===== src/rtl/dec_n_seq.sv =====
// Registered N-to-2^N one-hot decoder with a step-driven scan sequencer.
// Hold mode presents one select; scan mode walks the hot bit under a step handshake.
module dec_n_seq #(
    parameter int N    = 3,
    parameter bit WRAP = 1'b0
) (
    input  logic                clk,
    input  logic                rst,
    input  logic [N-1:0]        sel,
    input  logic                load,
    input  logic                scan_start,
    input  logic                step,
    input  logic                clr,
    output logic [(1<<N)-1:0]   out,
    output logic [N-1:0]        idx,
    output logic                valid,
    output logic                busy,
    output logic                done
);

    localparam int W = 1 << N;
    localparam logic [N-1:0] ONE = N'(1);

    typedef enum logic [1:0] {IDLE, HOLD, SCAN} state_t;

    state_t       state;
    logic [N-1:0] start_idx;
    logic [N-1:0] next_idx;
    logic [N-1:0] last_idx;

    function automatic logic [W-1:0] one_hot(input logic [N-1:0] i);
        logic [W-1:0] r;
        r    = '0;
        r[i] = 1'b1;
        return r;
    endfunction

    // In wrap mode the scan ends one index before where it began, covering all 2^N.
    assign next_idx = idx + ONE;
    assign last_idx = WRAP ? (start_idx - ONE) : '1;

    always_ff @(posedge clk or posedge rst) begin
        if (rst) begin
            state     <= IDLE;
            start_idx <= '0;
            idx       <= '0;
            out       <= '0;
            valid     <= 1'b0;
            busy      <= 1'b0;
            done      <= 1'b0;
        end else begin
            done <= 1'b0;
            case (state)
                IDLE, HOLD: begin
                    if (clr) begin
                        state <= IDLE;
                        idx   <= '0;
                        out   <= '0;
                        valid <= 1'b0;
                        busy  <= 1'b0;
                    end else if (scan_start) begin
                        state     <= SCAN;
                        start_idx <= sel;
                        idx       <= sel;
                        out       <= one_hot(sel);
                        valid     <= 1'b1;
                        busy      <= 1'b1;
                    end else if (load) begin
                        state <= HOLD;
                        idx   <= sel;
                        out   <= one_hot(sel);
                        valid <= 1'b1;
                        busy  <= 1'b0;
                    end
                end
                SCAN: begin
                    // load and scan_start are deliberately ignored while scanning.
                    if (clr) begin
                        state <= IDLE;
                        idx   <= '0;
                        out   <= '0;
                        valid <= 1'b0;
                        busy  <= 1'b0;
                    end else if (step) begin
                        if (idx == last_idx) begin
                            state <= IDLE;
                            idx   <= '0;
                            out   <= '0;
                            valid <= 1'b0;
                            busy  <= 1'b0;
                            done  <= 1'b1;
                        end else begin
                            idx <= next_idx;
                            out <= one_hot(next_idx);
                        end
                    end
                end
                default: begin
                    state <= IDLE;
                    idx   <= '0;
                    out   <= '0;
                    valid <= 1'b0;
                    busy  <= 1'b0;
                end
            endcase
        end
    end

endmodule


===== config.mk =====
export PLATFORM = sky130hd
export DESIGN_NAME = dec_n_seq
export DESIGN_NICKNAME = d
export VERILOG_FILES = /design/src/rtl/dec_n_seq.sv
export SDC_FILE = /design/constraint.sdc
export NUM_CORES = 1
export LEC_CHECK = 0
export CAP_MARGIN = 10
export CORE_MARGIN = 10
export CORE_UTILIZATION = 48
export DETAILED_ROUTE_END_ITERATION = 6
export DONT_BUFFER_PORTS = 1
export GPL_TIMING_DRIVEN = 0
export HOLD_SLACK_MARGIN = 0.08
export PLACE_DENSITY = 0.65
export SYNTH_ARGS = -nofsm -noshare
export SYNTH_HDL_FRONTEND = slang
export SYNTH_SLANG_ARGS = --single-unit

===== constraint.sdc =====
create_clock -name clk -period 1.6 [get_ports clk]
set_clock_uncertainty 0.1 [all_clocks]
set_input_delay 0.48 -clock clk [delete_from_list [all_inputs] [get_ports clk]]
set_output_delay 0.48 -clock clk [all_outputs]
set_load 0.01 [all_outputs]

==> flow_metrics.tcl <==
set metrics [dict create \
    status "finished with violations" \
    violations "negative setup slack" \
    core.rowCount 14 \
    path_delay_family "simple AND/OR/NAND/NOR gates" \
    synth_most_common_cell "dfrtp_1" \
    synth_top_area_share_pct 45.39 \
    cpMostUsedCell "ha_4" \
    ant_nets 0 \
    layout-drive-gt1-share_pct 22.34 \
    routed_wl_mm 2.016 \
    cts_buffer_depth 2 \
    max_freq_mhz 573.4 \
    static-leakage-power_uw 0.0003896 \
    io_pins 23 \
    clk_transition_reported_paths_ps 90 \
    setup_viol 9 \
    async_reset_ff_share_pct 100.0 \
    grt_setup_unrepaired "yes" \
    yosysWarnings 0 \
    synthTopCellsByCount "15 x dfrtp_1, 14 x nand2_1, 9 x o21ai_0" \
    numCtsBuffers 3 \
    dpl-instance-area_sq_um 853.3 \
    grt_use_total_pct 11.43 \
    grt_pass1_vias 672 \
    dieArea_sq_um 3783 \
    yosysTopAreaCell "dfrtp_1" \
    cp-startpoint "idx[0]" \
    antenna_cells 0 \
    critical_path_class "flop to flop" \
    hold_path.class "primary input to flop" \
    clk_latency_ps 290 \
    grt_max_degree 16 \
    synth.distinct_cells 30 \
    critPathMaxStageDelay_ps 490 \
    drv_slew 0 \
    min_period_ps 1744 \
    cp.required_ps 1730 \
    hold_start "scan_start" \
    crit_path_cell_trace "ha_4 > ha_4 > nor4b_4 > and2b_2 > a32oi_1 > o21ai_1" \
    grt_pass1_wl_mm 3.208 \
    synth-seq-cells 15 \
    critPathCaptureType "flop" \
    power.density_nw_per_um2 922.6 \
    tightest_slew_ps 555.3 \
    avgSynthCellArea_sq_um 9.506 \
    port_buffers 0 \
    synth_area_sq_um 827.0 \
    layout_setup_ws_ps -144.0 \
    drtPass1Iterations 4 \
    critPathLaunchType "flop" \
    cts.sink_count 15 \
    synth-main-ff-cell "dfrtp_1" \
    power_uw 870.4 \
    synth-edff-count 0 \
    die_x_microns 61.51 \
    nNetsFinal 106 \
    yosysSeqAreaShare_pct 45.39 \
    antenna_found_initial 0 \
    hpwlAfterDp_mm 1.418 \
    area_delta_synth_final_pct 14.07 \
    synth.net_count 98 \
    arrival_ps 1870 \
    dp.cells 103 \
    cts_tree "built" \
    htreeDepth 1 \
    die_h_microns 61.51 \
    num_vias 691 \
    holdWs_ps 145.8 \
    drc 0 \
    r2r_setup_slack_ps -140 \
    max_cap_viol_count 0 \
    syn_inst 87 \
    ir_drop_uv 422.2 \
    gp_congestion 0.7940 \
    cp_max_fo 6 \
    timing.slew.headroom_pct 62.94 \
    cp.buffers_inverters 0 \
    design_area_sq_um 943.4 \
    fin_crit_sh_pct 109.0 \
    cts_root_buf "clkbuf_4" \
    hold_viol 0 \
    finalNonFillerCells 110 \
    yosys-top-cells-area "dfrtp_1 45%, nand2_1 6.4%, o21ai_0 5.4%" \
    slowest_stage "dfrtp_2" \
    reg2reg_from "idx[0]" \
    vias_per_cell 6.282 \
    first_iter_violations 17 \
    globalRouteOverflowTotal 0 \
    start_util_pct 53.05 \
    core-area_sq_um 1559 \
    wire_per_inst_microns 18.33 \
]
==> routing by layer <==
layer  vias up  track usage [%]  routed length [microns]
li1        327                -                        -
met1       332            13.96                      878
met2        27            16.54                      883
met3         5            5.144                      222
met4         0            5.732                       31
met5         -                0                        0
==> power by group <==
| part | internal (uW) | total, uW | switching, uW |
|---|---|---|---|
| logic | 87.6 | 190 | 103 |
| clock network | 93.1 | 223 | 130 |
| registers | 409 | 457 | 47.7 |
| total | 590 | 870 | 280 |
==> through the flow <==
stage | setup TNS, ps | utilization, % | worst slack [ps]
floorplan | -11.29 | - | -8.350
global placement | -1141 | 54.74 | -160.7
detailed placement | -1426 | 54.74 | -184.7
CTS | -875.9 | 59.15 | -134.6
global route | -1826 | 60.51 | -234.8
finish | -1035 | 60.51 | -144.0
==> cell type report <==
type,instances,area [sq um]
tap,16,20.02
buffer,3,30.03
timing repair buffer,3,21.27
multi-input combinational,67,457.9
sequential,15,379.1
clock buffer,3,22.52
fill,129,615.6
clock inverter,1,5.005
inverter,2,7.507
==> worst paths after layout <==
path | to | cells after the start
worst min-delay path | state[0] | 1
worst max register to register | out[4] | 6
max in group asynchronous | busy | 2
worst min register to register | out[7] | 2
min in group asynchronous | idx[1] | 2
worst max-delay path | out[4] | 6
==> sequential cells by signal, summed over array words and instances, names as in the netlist <==
name   flops
out        8
idx        3
busy       1
done       1
state      1
valid      1
==> cell usage in the layout (no fill, tap or decap), types with 2 or more instances in the layout <==
master and n:
o21ai_1 8, ha_4 2, nor2b_1 6, nor2_1 7, clkbuf_4 3, o31ai_1 2
a21oi_2 3, a32oi_1 4, inv_1 2, nand2_1 14, buf_6 2, a22oi_1 3
dfrtp_1 12, dfrtp_2 3, buf_4 2, o21ai_0 2
==> cell families (layout without fill, tap and decap cells) <==
family | Yosys count | count (layout) | share of synthesized area [%]
compound gates | 28 | 28 | 22.54
fa+ha+maj | 2 | 2 | 3.025
buf+inv | 5 | 12 | 4.539
flops | 15 | 15 | 45.39
mux | 1 | 1 | 1.210
simple gates | 36 | 36 | 23.30
==> worst register-to-register path: stages, from the launching register on <==
cell and delay (ps):
dfrtp_2 490, ha_4 190, ha_4 160, nor4b_4 270, and2b_2 240, a32oi_1 110, o21ai_1 120
==> what timing repair did <==
action	in CTS	in global routing
hold buffers	1	0
gates resized for setup	10	4
buffers inserted	1	1
setup endpoints to repair	9	11
endpoints found under the hold margin	15	0
pin swaps	3	2
cloned	0	0
No activity file was read; power rests on OpenSTA's default activity.
